File: src/rtl/pwm_duty_decoder_if.sv
// Signal bundle between a PWM duty decoder and its user: measurement enable,
// the raw PWM line, and the per-window result with its status flags.
interface pwm_duty_decoder_if #(
  parameter int CNT_W = 8
);
  logic             en;
  logic             pwm_in;
  logic [CNT_W-1:0] duty_out;
  logic             duty_valid;
  logic             duty_changed;
  logic             static_level;
  logic             saturated;

  modport master (
    output en, pwm_in,
    input  duty_out, duty_valid, duty_changed, static_level, saturated
  );

  modport slave (
    input  en, pwm_in,
    output duty_out, duty_valid, duty_changed, static_level, saturated
  );
endinterface

File: src/rtl/pwm_duty_decoder.sv
// Recovers the duty of a PWM input as a CNT_W-bit code by counting high samples
// over back-to-back windows of 2^CNT_W clocks (one generator period).
module pwm_duty_decoder #(
  parameter int CNT_W       = 8,
  parameter int SYNC_STAGES = 2
) (
  input  logic                clk,
  input  logic                rst_n,
  pwm_duty_decoder_if.slave   bus
);
  localparam int SW = $clog2(SYNC_STAGES + 1);

  typedef enum logic [1:0] {IDLE, SETTLE, MEASURE} state_t;

  typedef struct packed {
    logic [CNT_W-1:0] duty;
    logic             changed;
    logic             static_lvl;
    logic             sat;
  } result_t;

  state_t               state, state_n;
  logic [SYNC_STAGES-1:0] sync_q;
  logic                 pwm_s, pwm_s_d;
  logic [SW-1:0]        settle_cnt;
  logic [CNT_W-1:0]     win_cnt;
  logic [CNT_W:0]       hi_cnt;
  logic                 edge_seen;
  logic                 first;
  result_t              res;
  logic                 res_valid;

  logic                 edge_now;
  logic                 win_end;
  logic [CNT_W:0]       h_full;
  logic [CNT_W-1:0]     duty_new;

  assign pwm_s    = sync_q[SYNC_STAGES-1];
  assign edge_now = pwm_s ^ pwm_s_d;
  assign win_end  = (state == MEASURE) && (win_cnt == '1);
  // H includes the current sample; all-high windows clamp to the top code
  assign h_full   = hi_cnt + {{CNT_W{1'b0}}, pwm_s};
  assign duty_new = h_full[CNT_W] ? '1 : h_full[CNT_W-1:0];

  always_comb begin
    state_n = state;
    case (state)
      IDLE:    if (bus.en) state_n = SETTLE;
      // One extra settle cycle covers the IDLE exit, so the synchronizer
      // holds only post-enable samples when the window opens.
      SETTLE:  if (!bus.en) state_n = IDLE;
               else if (settle_cnt == SW'(SYNC_STAGES)) state_n = MEASURE;
      MEASURE: if (!bus.en) state_n = IDLE;
      default: state_n = IDLE;
    endcase
  end

  always_ff @(posedge clk or negedge rst_n) begin
    if (!rst_n) begin
      state      <= IDLE;
      sync_q     <= '0;
      pwm_s_d    <= 1'b0;
      settle_cnt <= '0;
      win_cnt    <= '0;
      hi_cnt     <= '0;
      edge_seen  <= 1'b0;
      first      <= 1'b0;
      res        <= '0;
      res_valid  <= 1'b0;
    end else begin
      sync_q    <= {sync_q[SYNC_STAGES-2:0], bus.pwm_in};
      pwm_s_d   <= pwm_s;
      state     <= state_n;
      res_valid <= 1'b0;
      case (state)
        SETTLE: begin
          settle_cnt <= settle_cnt + SW'(1);
          win_cnt    <= '0;
          hi_cnt     <= '0;
          edge_seen  <= 1'b0;
          first      <= 1'b1;
        end
        MEASURE: begin
          if (!bus.en) begin
            win_cnt   <= '0;
            hi_cnt    <= '0;
            edge_seen <= 1'b0;
          end else if (win_end) begin
            res.duty       <= duty_new;
            res.sat        <= h_full[CNT_W];
            res.static_lvl <= ~(edge_seen | edge_now);
            res.changed    <= first | (duty_new != res.duty);
            res_valid      <= 1'b1;
            first          <= 1'b0;
            win_cnt        <= '0;
            hi_cnt         <= '0;
            edge_seen      <= 1'b0;
          end else begin
            win_cnt   <= win_cnt + CNT_W'(1);
            hi_cnt    <= h_full;
            edge_seen <= edge_seen | edge_now;
          end
        end
        default: begin
          settle_cnt <= '0;
          win_cnt    <= '0;
          hi_cnt     <= '0;
          edge_seen  <= 1'b0;
        end
      endcase
    end
  end

  assign bus.duty_out     = res.duty;
  assign bus.duty_changed = res.changed;
  assign bus.static_level = res.static_lvl;
  assign bus.saturated    = res.sat;
  assign bus.duty_valid   = res_valid;
endmodule

File: src/flat_wrapper.sv
// flat-port wrapper written by rule: the top's interface ports become plain ports
module pwm_duty_decoder_flat 
#(
  parameter int CNT_W       = 8,
  parameter int SYNC_STAGES = 2
)
  (clk, rst_n, bus_en, bus_pwm_in, bus_duty_out, bus_duty_valid, bus_duty_changed, bus_static_level, bus_saturated);
  pwm_duty_decoder_if #(.CNT_W(CNT_W)) bus_i ();
  input  logic clk;
  input  logic rst_n;
  input wire logic [$bits(bus_i.en)-1:0] bus_en;
  input wire logic [$bits(bus_i.pwm_in)-1:0] bus_pwm_in;
  output wire logic [$bits(bus_i.duty_out)-1:0] bus_duty_out;
  output wire logic [$bits(bus_i.duty_valid)-1:0] bus_duty_valid;
  output wire logic [$bits(bus_i.duty_changed)-1:0] bus_duty_changed;
  output wire logic [$bits(bus_i.static_level)-1:0] bus_static_level;
  output wire logic [$bits(bus_i.saturated)-1:0] bus_saturated;
  assign bus_i.en = bus_en;
  assign bus_i.pwm_in = bus_pwm_in;
  assign bus_duty_out = bus_i.duty_out;
  assign bus_duty_valid = bus_i.duty_valid;
  assign bus_duty_changed = bus_i.duty_changed;
  assign bus_static_level = bus_i.static_level;
  assign bus_saturated = bus_i.saturated;
  pwm_duty_decoder #(.CNT_W(CNT_W), .SYNC_STAGES(SYNC_STAGES)) u_core (.clk(clk), .rst_n(rst_n), .bus(bus_i));
endmodule
File: config.mk
export PLATFORM = sky130hd
export DESIGN_NAME = pwm_duty_decoder_flat
export DESIGN_NICKNAME = d
export VERILOG_FILES = /design/src/rtl/pwm_duty_decoder_if.sv /design/src/rtl/pwm_duty_decoder.sv /design/src/flat_wrapper.sv
export SDC_FILE = /design/constraint.sdc
export NUM_CORES = 1
export LEC_CHECK = 0
export CORE_MARGIN = 2
export CORE_UTILIZATION = 51
export DETAILED_ROUTE_END_ITERATION = 8
export PLACE_DENSITY = 0.75
export RECOVER_POWER = 25
export SLEW_MARGIN = 0
export SYNTH_ARGS = -nofsm -noshare
export SYNTH_HDL_FRONTEND = slang
export SYNTH_SLANG_ARGS = --single-unit
File: constraint.sdc
create_clock -name clk -period 2.5 [get_ports clk]
set_input_delay 0.5 -clock clk [delete_from_list [all_inputs] [get_ports clk]]
set_output_delay 0.5 -clock clk [all_outputs]
set_load 0.005 [all_outputs]
==> results.rst, run 1 <==
.. list-table::
   :header-rows: 1

   * - Metric
     - Value
   * - Result of the run
     - finished with violations
   * - Initial DRC Count
     - between 80 and 90
   * - Portion of total power attributed to combinational logic
     - 5.7%
   * - Upper clock frequency limit
     - ~430 MHz
   * - Class of the worst hold path
     - flip-flop to flip-flop
   * - Clock input transition at the sequential cells of the worst setup and hold paths
     - 0.11 ns
   * - Number of hold-repair buffers added at the cts stage
     - 0
   * - Number of clock sinks
     - 38
   * - Static leakage power
     - 0.000931 uW
   * - Share of layout cells above drive strength 1
     - 11.6%
   * - Slew at the pin with the worst max-slew slack
     - roughly 2 ns
   * - Relative max-transition margin
     - -31.0%
   * - GRT Overall Usage
     - around a fifth
   * - EDFF count, synth
     - 0
   * - Hold slack final
     - approximately 0.36 ns
   * - Number of different library cells in the post-synthesis netlist
     - 42
   * - TritonRoute pass-1 iters
     - 6
   * - Relative contribution of the clock network to total power
     - 42.5%
   * - Leading area contributor after synthesis
     - dfrtp_1
   * - Internal power consumption
     - 1010 uW
   * - DR DRC count
     - 0
   * - Via count of the routed design
     - 1290
   * - Reg2reg start
     - u_core.sync_q[1]
   * - Count of state elements after synthesis
     - 38
   * - Reg2Reg Depth
     - 7
   * - Area of the die
     - approximately 4000 um^2
   * - Pwr per Cell Area
     - 600 nW/um^2
   * - Initial cell density of the core
     - 53.2%
   * - Psw
     - approximately 260 uW
   * - Number of placed I/O pins
     - 16
   * - Critical path class
     - flip-flop to flip-flop
   * - Antenna violations before repair
     - 0
   * - Antenna violation net count after detailed routing
     - 0
   * - WL per Instance
     - 14.6 um
   * - Required @ worst endpoint
     - 2.72 ns
   * - RePlAce Congestion
     - roughly 0.82
   * - Final core utilization
     - 63.1%
   * - Largest fanout on the critical path
     - 5
   * - Aggregate routed wire length
     - 3440 um
   * - Fin Setup TNS
     - 0 ns
   * - Inserted Clock Buffers
     - 5
   * - Total inserted antenna cells
     - 0
   * - Combinational family with the most area after synthesis
     - simple AND/OR/NAND/NOR gates
   * - Seq pwr share
     - 51.8%
   * - Most common cell after layout, fill and taps aside
     - dfrtp_1
   * - Post-placement cell area
     - approximately 2000 um^2
   * - Hold Crit Start
     - u_core.sync_q[0]
   * - Net count of the finished layout
     - 197
   * - Startpoint type of the worst setup path
     - flip-flop
   * - Commonest cells after routing, fill and taps aside
     - 38 x dfrtp_1, 26 x nor2_1, 13 x clkdlybuf4s50_1
   * - Area growth syn-to-layout
     - 18.6%
   * - Switching fraction of total power
     - between 20% and 30%
   * - Die Y-Extent
     - 63.2 um
   * - CTS Root Buffer Type
     - clkbuf_4
   * - Fraction of synthesized cell area taken by the top area cell type
     - 53.1%
   * - Sequential cell area
     - between 900 and 1000 um^2
   * - Reg2Reg Setup Slack
     - 0.16 ns
   * - Placeable core area
     - 3360 um^2
   * - Summed instance area of the synthesized netlist
     - around 1800 um^2
   * - Bufs on Longest Clock Path
     - 2
   * - Number of rows in the core area
     - 21
   * - Average via count per standard cell
     - 5.47
   * - H-tree level count
     - 2
   * - Clock tree from TritonCTS
     - done
   * - Final Cell Area
     - 2120 um^2
   * - Post-synth net total
     - roughly 180
   * - Skew final
     - 0.0119 ns
   * - Number of violations of the max-capacitance limit
     - 1
   * - Clock period minus worst slack
     - 2.34 ns
   * - Total setup violations reported at the end of the flow
     - 0
   * - Final max-slew violation count
     - 39
   * - Synthesized-area fraction occupied by adder cells
     - under 10%
   * - Number of instances in the synthesized netlist
     - 168
   * - HPWL after DPL
     - 2350 um
   * - X dimension of the die
     - between 60 and 70 um
   * - Via count of the first global-routing pass
     - 1368
   * - Fraction of the mapped netlist area in compound gates
     - a little over a tenth
   * - Largest net degree at the start of global routing
     - 39
   * - Final clock period utilization by the worst path
     - between 90 and 100%
   * - End point of the most critical hold path
     - u_core.sync_q[1]
   * - Top cells by area in the synthesized netlist
     - dfrtp_1 53%, nor2_1 5.5%, xor2_1 3.9%
   * - Proportion of register bits with asynchronous set or reset after synthesis
     - 100%
   * - Footprint of the multi-input gates
     - between 800 and 900 um^2
   * - Xor/xnor share of the synthesized area
     - under 10%
   * - Total congestion overflow after global routing
     - 0
   * - Synth Area per Inst
     - around 11 um^2
   * - Post-synth top flop
     - dfrtp_1
   * - Unrepaired setup endpoints after global routing
     - false
   * - Arrival time of data at the critical path endpoint
     - 2.56 ns
   * - Critical path capture point type
     - flip-flop
   * - Multiplexer share of the synthesized area
     - 4.13%
   * - Fill cell instance count of the final layout
     - 312
   * - Number of failing hold endpoints at the final stage
     - 0
   * - Reg2reg end
     - u_core.bus.duty_changed
   * - Failing checks
     - capacitance limit, slew limit
   * - Share of synthesized cell area in and, or, nand and nor gates
     - between 20% and 30%
   * - Cell count of the worst hold path
     - 0
   * - Number of warnings printed during yosys synthesis
     - 0
   * - Peak supply drop
     - 0.456 mV
   * - Proportion of synthesized chip area in sequential cells
     - 53.1%
   * - Wire length of the first global-routing pass
     - 6230 um
   * - PortBufs
     - 15
   * - Later-pin clock latency in the skew report
     - 0.35 ns
[worst max path at each step]
| stage | startpoint | to | slack (ns) |
|---|---|---|---|
| finish | u_core.sync_q[1] | u_core.bus.duty_changed | 0.16 |
| global route | u_core.sync_q[1] | u_core.bus.duty_changed | 0.02 |
| CTS | u_core.sync_q[1] | u_core.bus.duty_changed | 0.07 |
| detailed placement | bus_en | u_core.bus.duty_changed | 0.08 |
| global placement | bus_en | u_core.bus.duty_changed | 0.11 |
| floorplan | u_core.sync_q[1] | u_core.bus.duty_changed | 0.18 |
[power by group through the flow]
stage | registers [uW] | clock network (uW) | logic (uW)
global placement | 670 | 0 | 71.1
CTS | 660 | 556 | 75.9
finish | 660 | 541 | 72.6
detailed placement | 672 | 0 | 74.8
floorplan | 668 | 0 | 48.9
global route | 665 | 583 | 86.7
[what timing repair did]
action,in CTS,in global routing
setup endpoints to repair,0,1
gates resized for setup,0,4
buffers inserted,0,0
[routing by layer]
metal	track usage [%]	share of wire (%)
met5	0	0
met4	7.61	1.5
met3	5.54	5.9
met2	31.5	45
met1	26.5	48
[sequential cells by signal, summed over array words and instances, names as in the netlist, 2 cells and up]
signal               cells
u_core.settle_cnt        2
u_core.win_cnt           8
u_core.hi_cnt            9
u_core.state             2
u_core.bus.duty_out      8
u_core.sync_q            2
[logic make-up after synthesis]
logic type | Yosys count
AO/OA/AOI/OAI | 27
XOR/XNOR | 14
adder cells (fa/ha/maj) | 4
buffers and inverters | 11
flip-flops | 38
multiplexers | 7
AND/OR/NAND/NOR | 67
[worst max-delay path, stage by stage, from the launching register on]
cell and delay, ns:
dfrtp_1 0.40, ha_1 0.22, ha_2 0.24, nand4_2 0.13, or3_1 0.42, o21a_1 0.14, a2111o_1 0.36, o32a_1 0.30
[cells in the mapped netlist, drive strengths merged (3+ instances only)]
| library cell | number |
|---|---|
| xnor2 | 6 |
| nor2 | 26 |
| ha | 4 |
| o22ai | 4 |
| mux2i | 4 |
| dfrtp | 38 |
| inv | 7 |
| nand2 | 12 |
| mux2 | 3 |
| o21ai | 3 |
| nand3 | 8 |
| xor2 | 8 |
| a31oi | 4 |
| a21oi | 4 |
| clkbuf | 3 |
[layout make-up]
| cell class | count | share of cell area, % |
|---|---|---|
| Timing Repair Buffer | 18 | 7.84 |
| Sequential cell | 38 | 44.8 |
| Tap cell | 46 | 2.71 |
| Clock buffer | 6 | 2.42 |
| Clock inverter | 2 | 2.83 |
| Multi-Input combinational cell | 119 | 38.1 |
| Inverter | 7 | 1.24 |
[metrics by stage]
step	worst slack (ns)	std cells	total power [uW]
after floorplan	0.178	168	716
after global placement	0.112	228	741
after detailed placement	0.0796	228	747
after CTS	0.0686	236	1290
after global routing	0.0188	236	1340
final	0.164	236	1270
No activity file was read; power rests on OpenSTA's default activity.
==> inputs of run 2 (changes only) <==
--- a/config.mk
+++ b/config.mk
@@ -5,10 +5,12 @@
 export SDC_FILE = /design/constraint.sdc
 export NUM_CORES = 1
 export LEC_CHECK = 0
+export CELL_PAD_IN_SITES_DETAIL_PLACEMENT = 1
+export CELL_PAD_IN_SITES_GLOBAL_PLACEMENT = 1
 export CORE_MARGIN = 2
-export CORE_UTILIZATION = 51
+export CORE_UTILIZATION = 40
 export DETAILED_ROUTE_END_ITERATION = 8
-export PLACE_DENSITY = 0.75
+export PLACE_DENSITY_LB_ADDON = 0.1
 export RECOVER_POWER = 25
 export SLEW_MARGIN = 0
 export SYNTH_ARGS = -nofsm -noshare
==> run 2 against run 1 <==
- the run still ends with capacitance limit, slew limit left
- non-clock buffer count is the same
- critical path depth did not move
- sequential power about the same
- worst setup slack improved by 0.0084 ns
- via count is 2.2% higher
- clock power decreased by 3%
- largest power group unchanged
- highest routed layer unchanged
==> results.rst, run 2 (synthesized netlist as in run 1, its figures left out) <==
.. list-table::
   :header-rows: 1

   * - Metric
     - Value
   * - Result of the run
     - finished with violations
   * - Failing checks
     - capacitance limit, slew limit
   * - Number of hold-repair buffers added at the cts stage
     - 0
   * - Share of layout cells above drive strength 1
     - about an eighth
   * - Clock tree from TritonCTS
     - done
   * - DR DRC count
     - 0
   * - Max FFs per register
     - 9
   * - Required @ worst endpoint
     - 2.67 ns
   * - Die Y-Extent
     - 70.9 um
   * - H-tree level count
     - 2
   * - Area growth syn-to-layout
     - 19.3%
   * - Hold slack final
     - 0.353 ns
   * - Critical path class
     - flip-flop to flip-flop
   * - Bufs on Longest Clock Path
     - 2
   * - Arrival time of data at the critical path endpoint
     - 2.50 ns
   * - Cell type of the slowest stage on the worst timing path
     - or3_1
   * - Total setup violations reported at the end of the flow
     - 0
   * - X dimension of the die
     - 70.9 um
   * - Startpoint type of the worst setup path
     - flip-flop
   * - Register with the highest flop count
     - u_core.hi_cnt
   * - Placeable core area
     - 4320 um^2
   * - RePlAce Congestion
     - 0.807
   * - Static leakage power
     - 0.000921 uW
   * - Antenna violations before repair
     - 0
   * - Critical Path, Cell by Cell
     - ha_2 -> ha_2 -> nand4_2 -> or3_1 -> o21a_1 -> a2111o_1 -> o32a_1
   * - Class of the worst hold path
     - flip-flop to flip-flop
   * - Reg2Reg Depth
     - 7
   * - Number of violations of the max-capacitance limit
     - 1
   * - Critical path capture point type
     - flip-flop
   * - Initial cell density of the core
     - between 40% and 50%
   * - Reg2Reg Setup Slack
     - 0.17 ns
   * - Relative max-transition margin
     - -36.1%
   * - Number of clock sinks
     - 38
   * - Wire length of the first global-routing pass
     - 6780 um
   * - Area of the die
     - around 5000 um^2
   * - Peak supply drop
     - 0.387 mV
   * - Most common cell after layout, fill and taps aside
     - dfrtp_1
   * - WL per Instance
     - 15.9 um
   * - Antenna violation net count after detailed routing
     - 0
   * - Skew final
     - roughly 0.0093 ns
   * - Later-pin clock latency in the skew report
     - 0.29 ns
   * - Critical path's top delay family
     - compound AO/OA/AOI/OAI gates
   * - Number of rows in the core area
     - 24
   * - Largest fanout on the critical path
     - 5
   * - Average via count per standard cell
     - 5.45
   * - Commonest cells after routing, fill and taps aside
     - 38 x dfrtp_1, 26 x nor2_1, 13 x clkdlybuf4s50_1
   * - Initial DRC Count
     - 62
   * - PortBufs
     - 15
   * - Worst path max stage delay
     - 0.42 ns
   * - Final clock period utilization by the worst path
     - about 93%
   * - TritonRoute pass-1 iters
     - 4
   * - Unrepaired setup endpoints after global routing
     - false
   * - Via count of the first global-routing pass
     - 1460
   * - Clock input transition at the sequential cells of the worst setup and hold paths
     - 0.08 ns
   * - GRT Overall Usage
     - 17.4%
   * - Count of buffers added by post-CTS timing repair for setup
     - 0
   * - Number of placed I/O pins
     - 16
   * - Upper clock frequency limit
     - 430 MHz
   * - Clock period minus worst slack
     - approximately 2.3 ns
   * - Total inserted antenna cells
     - 0
   * - Fin Setup TNS
     - 0 ns
   * - Cell repeated most along the worst path
     - ha_2
   * - Via count of the routed design
     - about 1300
   * - Net count of the finished layout
     - about 200
   * - Number of failing hold endpoints at the final stage
     - 0
   * - Stages on worst setup path
     - 7
   * - Final max-slew violation count
     - 39
   * - Slew at the pin with the worst max-slew slack
     - about 2.0 ns
   * - Largest net degree at the start of global routing
     - 39
   * - HPWL after DPL
     - 2840 um
   * - Total congestion overflow after global routing
     - 0
   * - Pwr per Cell Area
     - about 600 nW/um^2
   * - Cell count of the worst hold path
     - 0
   * - Aggregate routed wire length
     - between 3000 and 4000 um
   * - CTS Root Buffer Type
     - clkbuf_8
   * - Inserted Clock Buffers
     - 5
   * - Number of buffer and inverter instances along the worst setup path
     - 0
## run 2: cell types whose count changed in the layout (fill, tap and decap cells not counted)
cell | previous run | this run
clkinvlp_4 | 0 | 2
clkbuf_4 | 5 | 0
ha_1 | 3 | 2
clkbuf_8 | 1 | 5
ha_2 | 1 | 2
bufinv_16 | 2 | 1
## run 2: what timing repair did
action                                  in CTS  in global routing
gates resized for setup                      0                  5
hold endpoints to repair                     0                  0
endpoints found under the setup margin       0                  1
## run 2: final timing paths
| kind | from | endpoint |
|---|---|---|
| setup / recovery | u_core.sync_q[1] | u_core.bus.duty_changed |
| hold / removal | u_core.sync_q[0] | u_core.sync_q[1] |
| hold reg to reg | u_core.sync_q[0] | u_core.sync_q[1] |
| max in group asynchronous | rst_n | u_core.win_cnt[6] |
| min in group asynchronous | rst_n | u_core.bus.duty_out[6] |
| setup reg to reg | u_core.sync_q[1] | u_core.bus.duty_changed |
## run 2: metal layers
metal	wire length [um]	vias to the layer above	GRT usage, %
li1	-	627	-
met1	1630	676	20.3
met2	2050	12	30.5
met3	90	4	4.42
met4	64	0	6.71
met5	0	-	0
## run 2: metrics by stage
stage	cells	instance area [um^2]	setup WS (ns)	total power, uW	util (%)
2_1_floorplan	168	1790	0.178	716	-
3_3_place_gp	234	2010	0.116	744	46.4
3_5_place_dp	234	2010	0.0706	750	46.4
4_1_cts	242	2120	0.0475	1280	49.0
5_1_grt	242	2130	0.0384	1320	49.4
6_report	242	2130	0.172	1260	49.4
## run 2: layout make-up
cell class | instances | area [um^2]
fill | 486 | 2190
sequential | 38 | 951
multi-input combinational | 119 | 812
timing repair buffer | 18 | 166
clock buffer | 5 | 68.8
tap | 52 | 65.1
clock inverter | 3 | 45.0
inverter | 7 | 26.3
## run 2: power breakdown
group          switching, uW  leakage [uW]  internal [uW]
clock network            229     0.0000504            297
logic                   41.8      0.000361           32.6
registers               22.6      0.000509            638
total                    293      0.000921            968
==> inputs of run 3 (changes only) <==
--- a/config.mk
+++ b/config.mk
@@ -9,6 +9,7 @@
 export CELL_PAD_IN_SITES_GLOBAL_PLACEMENT = 1
 export CORE_MARGIN = 2
 export CORE_UTILIZATION = 40
+export CTS_BUF_LIST = sky130_fd_sc_hd__clkbuf_16
 export DETAILED_ROUTE_END_ITERATION = 8
 export PLACE_DENSITY_LB_ADDON = 0.1
 export RECOVER_POWER = 25
==> run 3 against run 2 <==
- the run still ends with capacitance limit, slew limit left
- critical path depth increased by 1
- sequential power about the same
- utilization increased by 1.1 points
- sequential share of layout area decreased by 1.0 points
- clock-buffer cell count unchanged
- cell count unchanged
- first-iteration DRC count increased by 4.8%
- wire length increased by 5.5%
- global-route usage increased by 0.76 points
- clock power increased by 37%
- cell area increased by 2.3%
- combinational power increased by 1%
- critical path type unchanged
==> results.rst, run 3 (synthesized netlist as in run 1, its figures left out) <==
.. list-table::
   :header-rows: 1

   * - Metric
     - Value
   * - Number of clock sinks
     - 38
   * - Initial DRC Count
     - 65
   * - Average via count per standard cell
     - 5.53
   * - Setup slack at placement
     - around 0.071 ns
   * - HPWL after DPL
     - 2840 um
   * - Slew at the pin with the worst max-slew slack
     - ~2 ns
   * - Bufs on Longest Clock Path
     - 2
   * - Commonest cells after routing, fill and taps aside
     - 38 x dfrtp_1, 26 x nor2_1, 13 x clkdlybuf4s50_1
   * - Clock period minus worst slack
     - 2.34 ns
   * - Worst path max stage delay
     - 0.38 ns
   * - Static leakage power
     - 0.000940 uW
   * - Cell repeated most along the worst path
     - ha_2
   * - Number of hold-repair buffers added at the cts stage
     - 0
   * - Post-CTS Resized
     - 0
   * - Peak supply drop
     - 0.496 mV
   * - X dimension of the die
     - just over 70 um
   * - Failing checks
     - capacitance limit, slew limit
   * - Number of failing hold endpoints at the final stage
     - 0
   * - Net count of the finished layout
     - 197
   * - Area growth syn-to-layout
     - 22.0%
   * - Wire length of the first global-routing pass
     - ~7000 um
   * - Antenna violation net count after detailed routing
     - 0
   * - Pwr per Cell Area
     - 668 nW/um^2
   * - Inserted Clock Buffers
     - 5
   * - Placeable core area
     - 4320 um^2
   * - Area of the die
     - about 5000 um^2
   * - H-tree level count
     - 2
   * - Later-pin clock latency in the skew report
     - around 0.28 ns
   * - Number of rows in the core area
     - 24
   * - Final worst-path setup slack
     - 0.162 ns
   * - Startpoint type of the worst setup path
     - flip-flop
   * - Largest net degree at the start of global routing
     - 39
   * - Arrival time of data at the critical path endpoint
     - 2.50 ns
   * - Final max-slew violation count
     - 39
   * - WL per Instance
     - 16.8 um
   * - Initial cell density of the core
     - 41.4%
   * - Upper clock frequency limit
     - 428 MHz
   * - Result of the run
     - finished with violations
   * - Share of layout cells above drive strength 1
     - a little under an eighth
   * - Fin Setup TNS
     - 0 ns
   * - Max FFs per register
     - 9
   * - Final clock period utilization by the worst path
     - about 94%
   * - Critical Path, Cell by Cell
     - ha_2 -> ha_2 -> and4_1 -> nand2_1 -> mux2i_1 -> o41ai_1 -> a22oi_1 -> o32a_1
   * - Total inserted antenna cells
     - 0
   * - Critical path class
     - flip-flop to flip-flop
   * - Total setup violations reported at the end of the flow
     - 0
   * - Die Y-Extent
     - slightly above 70 um
   * - Clock input transition at the sequential cells of the worst setup and hold paths
     - 0.06 ns
   * - GRT Overall Usage
     - a little under a fifth
   * - Via count of the first global-routing pass
     - 1494
   * - Number of violations of the max-capacitance limit
     - 1
   * - Required @ worst endpoint
     - about 2.7 ns
   * - CTS Root Buffer Type
     - clkbuf_16
   * - RePlAce Congestion
     - between 0.8 and 0.9
   * - Critical path capture point type
     - flip-flop
   * - Via count of the routed design
     - about 1300
   * - Aggregate routed wire length
     - between 4000 and 5000 um
   * - Number of placed I/O pins
     - 16
   * - Cell type of the slowest stage on the worst timing path
     - dfrtp_1
   * - Count of buffers added by post-CTS timing repair for setup
     - 0
   * - Antenna violations before repair
     - 0
   * - Relative max-transition margin
     - -34.0%
   * - TritonRoute pass-1 iters
     - 4
   * - Class of the worst hold path
     - flip-flop to flip-flop
   * - Register with the highest flop count
     - u_core.hi_cnt
   * - Unrepaired setup endpoints after global routing
     - false
   * - DR DRC count
     - 0
   * - Clock tree from TritonCTS
     - done
   * - Largest fanout on the critical path
     - 5
   * - Most common cell after layout, fill and taps aside
     - dfrtp_1
   * - PortBufs
     - 15
   * - Skew final
     - 0.00643 ns
   * - Total congestion overflow after global routing
     - 0
==> run 3: stage by stage <==
stage | instances | instance area [um^2] | hold WS, ns | power [uW] | utilization, %
after floorplan | 168 | 1790 | 0.204 | 716 | -
after global placement | 234 | 2010 | 0.334 | 744 | 46.4
after detailed placement | 234 | 2010 | 0.336 | 750 | 46.4
after CTS | 242 | 2180 | 0.350 | 1480 | 50.3
after global routing | 242 | 2180 | 0.357 | 1510 | 50.5
final | 242 | 2180 | 0.349 | 1460 | 50.5
==> run 3: critical path: cells and delay by family, from the launching register on <==
kind                       cells  cell delay, ns
AOI/OAI and AO/OA              3            0.82
adders and majority gates      2            0.47
DFF                            1            0.38
and+or+nand+nor                2            0.36
muxes                          1            0.18
==> run 3: worst paths after layout <==
check	from	to	slack, ns	cells after the start
worst max-delay path	u_core.sync_q[1]	u_core.bus.duty_changed	0.16	8
min in group asynchronous	rst_n	u_core.hi_cnt[4]	0.79	1
worst max register to register	u_core.sync_q[1]	u_core.bus.duty_changed	0.16	8
max in group asynchronous	rst_n	u_core.hi_cnt[1]	0.56	1
worst min register to register	u_core.sync_q[0]	u_core.sync_q[1]	0.35	0
worst min-delay path	u_core.sync_q[0]	u_core.sync_q[1]	0.35	0
==> run 3: area by class of cell <==
cell class | count | area, um^2
fill | 469 | 2140
multi-input combinational | 119 | 805
clock inverter | 3 | 45.0
sequential | 38 | 951
inverter | 7 | 26.3
clock buffer | 5 | 125
tap | 52 | 65.1
timing repair buffer | 18 | 166
==> run 3: power breakdown <==
group	internal, uW	total, uW	switching [uW]	leakage [uW]
Sequential	640	663	23.4	0.000509
Clock	470	719	249	0.0000760
Combinational	32.7	75.5	42.8	0.000355
==> run 3: layer usage <==
layer | track usage [%] | wire [um] | up-vias
li1 | - | - | 628
met1 | 21.0 | 1680 | 692
met5 | 0 | 0 | -
met4 | 6.92 | 65 | 0
met3 | 4.42 | 103 | 5
met2 | 32.3 | 2210 | 13
==> RTL edit 1 (config.mk and constraints of run 2) <==
Make the reset (`rst_n`) synchronous in one clocked block.
--- a/src/rtl/pwm_duty_decoder.sv
+++ b/src/rtl/pwm_duty_decoder.sv
@@ -56,5 +56,5 @@
   end
 
-  always_ff @(posedge clk or negedge rst_n) begin
+  always_ff @(posedge clk) begin
     if (!rst_n) begin
       state      <= IDLE;
Function: no difference found for any inputs over 10 cycles, from zero or initial values and one cycle with rst_n low; that may be too few to reach the edited logic, so the function may still have changed.
==> RTL edit 1 against run 2 <==
  * Final cell count grew 8.3%
  * Non-clock buffer count unchanged
  * Synthesized area down 2.4%
  * Sequential cell count is the same
  * Routed wire length is 1.6% lower
  * Synthesized cell count is 14% higher
  * Design area decreased by 5.7%
  * Clock skew decreased by 0.0061 ns
  * Worst setup slack improved by 0.085 ns
  * Critical path type unchanged
Power is not compared: it rests on default switching activity, and its combinational part moved more than twofold at a synthesized area within 25%.
==> RTL edit 1: results (changes against run 2) <==
post-synthesis compound-gate area fraction 12.8% (+2.1 points); post-synthesis cell type count 44 (+4.8%); slowest cell delay on critical path 0.38 ns (-0.04 ns); Overall Global Routing Usage 17.8% (+0.44 points); post-synthesis mux area share 1.15% (-3.0 points); slowest cell on the critical path and3_1; placed wire-length estimate 2790 um (-1.9%); Post-Place Setup Slack 0.125 ns (+0.0548 ns); Placed Instances 254 (+8.5%); critical path arrival 2.40 ns (-0.10 ns); fmax 446 MHz (+3.8%); final net count 217 (+10%); largest net degree at the start of global routing 19 (-51%); Mapped Avg Cell Area 9.10 um2 (-15%); GR Util met3 4.76% (+0.35 points); final hold slack 0.458 ns (+0.106 ns); Worst Reg2Reg Path Length in Cells 8 (+1); GR Util met2 28.5% (-2.1 points); worst clock skew 0.00324 ns (-0.00607 ns); layout cells sized above 1 8.10% (-4.0 points); CTS buffer count 5 (unchanged); post-synth net total 200 (+14%); WL/cell 14.4 um (-9.1%); routed vias/inst 5.27 (-3.2%); R2R Path Start u_core.sync_q[1]; post-synthesis xor/xnor area fraction 10.5% (+3.7 points); worst reg-to-reg setup slack 0.26 ns (+0.09 ns); status finished, final reports clean; Setup crit end u_core.bus.duty_changed; Hold Path Depth 1 (+1); DR WL met2 1790 um (-13%); Reg2Reg Capture Point u_core.bus.duty_changed; vias in the first global route 1,473 (+0.89%); first-pass GRT wire length 6890 um (+1.5%); Iteration-0 DRC Markers 60 (-3.2%); placer congestion estimate 0.867 (+7.5%); max-cap violations 0 (-1); WL final 3780 um (-1.6%); Synth async-reset ratio 0% (-100 points); Worst Max-Slew Pin Slew 0.717 ns (-1.32 ns); crit path max fanout 7 (+2); M1 GR Usage 22.8% (+2.5 points); Post-synth top cells dfxtp_1 (38), nor2_1 (30), nand3_1 (13), xnor2_1 (13), nand2_1 (10); Metal-1 WL 1810 um (+11%); Setup crit start u_core.sync_q[1]; Cell Area, Placed 1920 um2 (-4.1%)
==> RTL edit 1: changes by cell type in the layout (fill, tap and decap cells not counted), moves of 3 or more <==
cell / change
xnor2_1: +6
o22ai_1: -4
nor2b_1: +3
dfxtp_1: +38
and2_1: +3
nor2_1: +4
mux2_2: -3
nand3_1: +5
o21ai_0: +5
o211a_1: +6
a21oi_1: -3
dfrtp_1: -38
==> RTL edit 1: power groups by stage <==
stage               logic, mW  registers, mW  clock network, mW
floorplan              0.0138          0.626                  0
global placement       0.0219          0.626                  0
detailed placement     0.0228          0.626                  0
CTS                    0.0230          0.612              0.448
global route           0.0245          0.613              0.484
finish                 0.0213          0.612              0.433
==> RTL edit 1: final cells by class <==
cell class | instances | area, um2
inverter | 7 | 26.3
tap | 52 | 65.1
fill | 515 | 2280
multi-input combinational | 139 | 901
sequential | 38 | 761
clock inverter | 1 | 5.00
clock buffer | 7 | 86.3
timing repair buffer | 18 | 169
==> RTL edit 2 (settings of run 2) <==
Made on the original files. `SYNC_STAGES` is set to 2 in 2 places; all go to 4.
--- a/src/rtl/pwm_duty_decoder.sv
+++ b/src/rtl/pwm_duty_decoder.sv
@@ -3,5 +3,5 @@
 module pwm_duty_decoder #(
   parameter int CNT_W       = 8,
-  parameter int SYNC_STAGES = 2
+  parameter int SYNC_STAGES = 4
 ) (
   input  logic                clk,
--- a/src/flat_wrapper.sv
+++ b/src/flat_wrapper.sv
@@ -3,5 +3,5 @@
 #(
   parameter int CNT_W       = 8,
-  parameter int SYNC_STAGES = 2
+  parameter int SYNC_STAGES = 4
 )
   (clk, rst_n, bus_en, bus_pwm_in, bus_duty_out, bus_duty_valid, bus_duty_changed, bus_static_level, bus_saturated);
Behaviour: no difference found for any inputs over 10 cycles, from zero or initial values and one cycle with rst_n low; that may be too few to reach the edited logic, so the function may still have changed.
==> RTL edit 2 against run 2 <==
  * Design area grew 9.8%
  * Combinational power fell by 39%
  * Final cell count is 17% higher
  * Via count rose by 13%
  * Worst setup slack lost 0.029 ns
  * Core utilization is 0.074 points lower
  * Worst hold slack better by 0.0044 ns
  * Synthesized area increased by 11%
  * Highest routed layer unchanged
  * Routed wire length increased by 15%
  * Total power up 3.3%
  * Clock power grew 8.9%
  * Maximum frequency down 1.2%
  * Sequential cell count is 3 higher
==> RTL edit 2: results (changes against run 2) <==
Worst Hold Class primary input to async pin; placer congestion estimate 0.851 (+5.5%); placed wire-length estimate 3170 um (+11%); post-synth net total 202 (+15%); sequential share of the synthesized area 51.7% (-1.4 points); post-synthesis cell type count 43 (+2.4%); Post-synth top cells dfrtp_1 (41), nor2_1 (32), nand2_1 (11), nand3_1 (10); Iteration-0 DRC Markers 77 (+24%); IO buf count 15 (unchanged); critical path arrival 2.54 ns (+0.04 ns); First-pass DRT Iterations 4 (unchanged); GR Util met3 3.79% (-0.62 points); WL/cell 15.6 um (-1.5%); synth top area cells dfrtp_1 (52%), nor2_1 (6.1%), xnor2_1 (4.0%); antenna diode count 0 (unchanged); crit path max fanout 9 (+4); final net count 223 (+13%); Overall Global Routing Usage 18.6% (+1.3 points); worst clock skew 0.00910 ns (-0.000213 ns); Fillers 546 (+12%); LEAKAGE 0.997 nW (+8.2%); CTS clock-pin slew for the worst setup and hold paths 0.09 ns; max FFs per register 9 (unchanged); first-pass GRT wire length 7770 um (+15%); Max VDD drop 0.000389 V (+0.65%); Synth Area in Adders 3.15% (+0.36 points); Largest Register u_core.hi_cnt; worst skew pair latency approximately 0.30 ns; vias in the first global route 1,573 (+7.7%); CTS buffer count 5 (unchanged); post-synthesis mux area share 2.21% (-1.9 points); Worst Reg2Reg Path Length in Cells 8 (+1); layout cells sized above 1 10.7% (-1.4 points); post-synthesis compound-gate area fraction 11.2% (+0.59 points); switching share of power 22.0% (-1.3 points); post-synthesis xor/xnor area fraction 7.50% (+0.65 points); GR Util met2 31.2% (+0.64 points); Setup Fix Bufs, Post-CTS 0 (unchanged); status finished, final reports clean; Worst Max-Slew Pin Slew 1.01 ns (-1.03 ns); routed vias/inst 5.27 (-3.3%); M1 GR Usage 23.1% (+2.8 points); largest net degree at the start of global routing 42 (+7.7%)
## RTL edit 2: per-stage QoR
stage	hold WS [ns]	worst slack, ns	utilization, %	area [um2]	cells
after global placement	0.334	0.213	46.7	2220	274
after floorplan	0.204	0.355	-	1980	193
after CTS	0.358	0.0485	49.2	2340	282
after global routing	0.372	0.00350	49.3	2340	282
after detailed placement	0.349	0.0963	46.7	2220	274
final	0.357	0.143	49.3	2340	282
## RTL edit 2: kinds of logic (layout without fill, tap and decap cells)
group                    Yosys count  after routing
multiplexers                       4              4
flip-flops                        41             41
buffers and inverters             14             36
AO/OA/AOI/OAI                     32             32
XOR/XNOR                          17             17
adder cells (fa/ha/maj)            5              5
AND/OR/NAND/NOR                   80             80
## RTL edit 2: repair_timing
item | 4_1_cts | 5_1_grt
resized for setup | 0 | 1
hold buffers | 0 | 0
setup endpoints to repair | 0 | 1
## RTL edit 2: area by class of cell
type	instances	area share, %
sequential	41	43.8
clock inverter	2	1.60
timing repair buffer	19	7.47
multi-input combinational	138	38.6
inverter	9	1.44
clock buffer	6	3.52
tap	67	3.58
## RTL edit 2: worst paths after layout
path	start	end	slack (ns)
min	rst_n	u_core.hi_cnt[4]	0.36
min reg2reg	u_core.sync_q[1]	u_core.sync_q[2]	0.37
max reg2reg	u_core.sync_q[3]	u_core.bus.duty_changed	0.14
min in group clk	u_core.sync_q[1]	u_core.sync_q[2]	0.37
max	u_core.sync_q[3]	u_core.bus.duty_changed	0.14
max in group asynchronous	rst_n	u_core.state[1]	1.51
## RTL edit 2: power by group through the flow
stage | clock network [mW] | logic, mW | registers (mW)
after global placement | 0 | 0.0444 | 0.697
after detailed placement | 0 | 0.0470 | 0.698
after floorplan | 0 | 0.0234 | 0.695
final | 0.573 | 0.0451 | 0.685
after CTS | 0.578 | 0.0476 | 0.685
after global routing | 0.610 | 0.0534 | 0.688
## RTL edit 2: critical path: stages (launching register included)
cell and delay [ns]:
dfrtp_1 0.39, ha_1 0.21, ha_2 0.30, nand3_1 0.12, o21a_1 0.23, or2_4 0.28, or4_1 0.49, o211ai_1 0.12
a31oi_1 0.10
## RTL edit 2: layer usage
layer  part of all wire, %  wire length, um
met1                    44             1950
met2                    50             2220
met3                   2.4              105
met4                   3.1              135
met5                     0                0
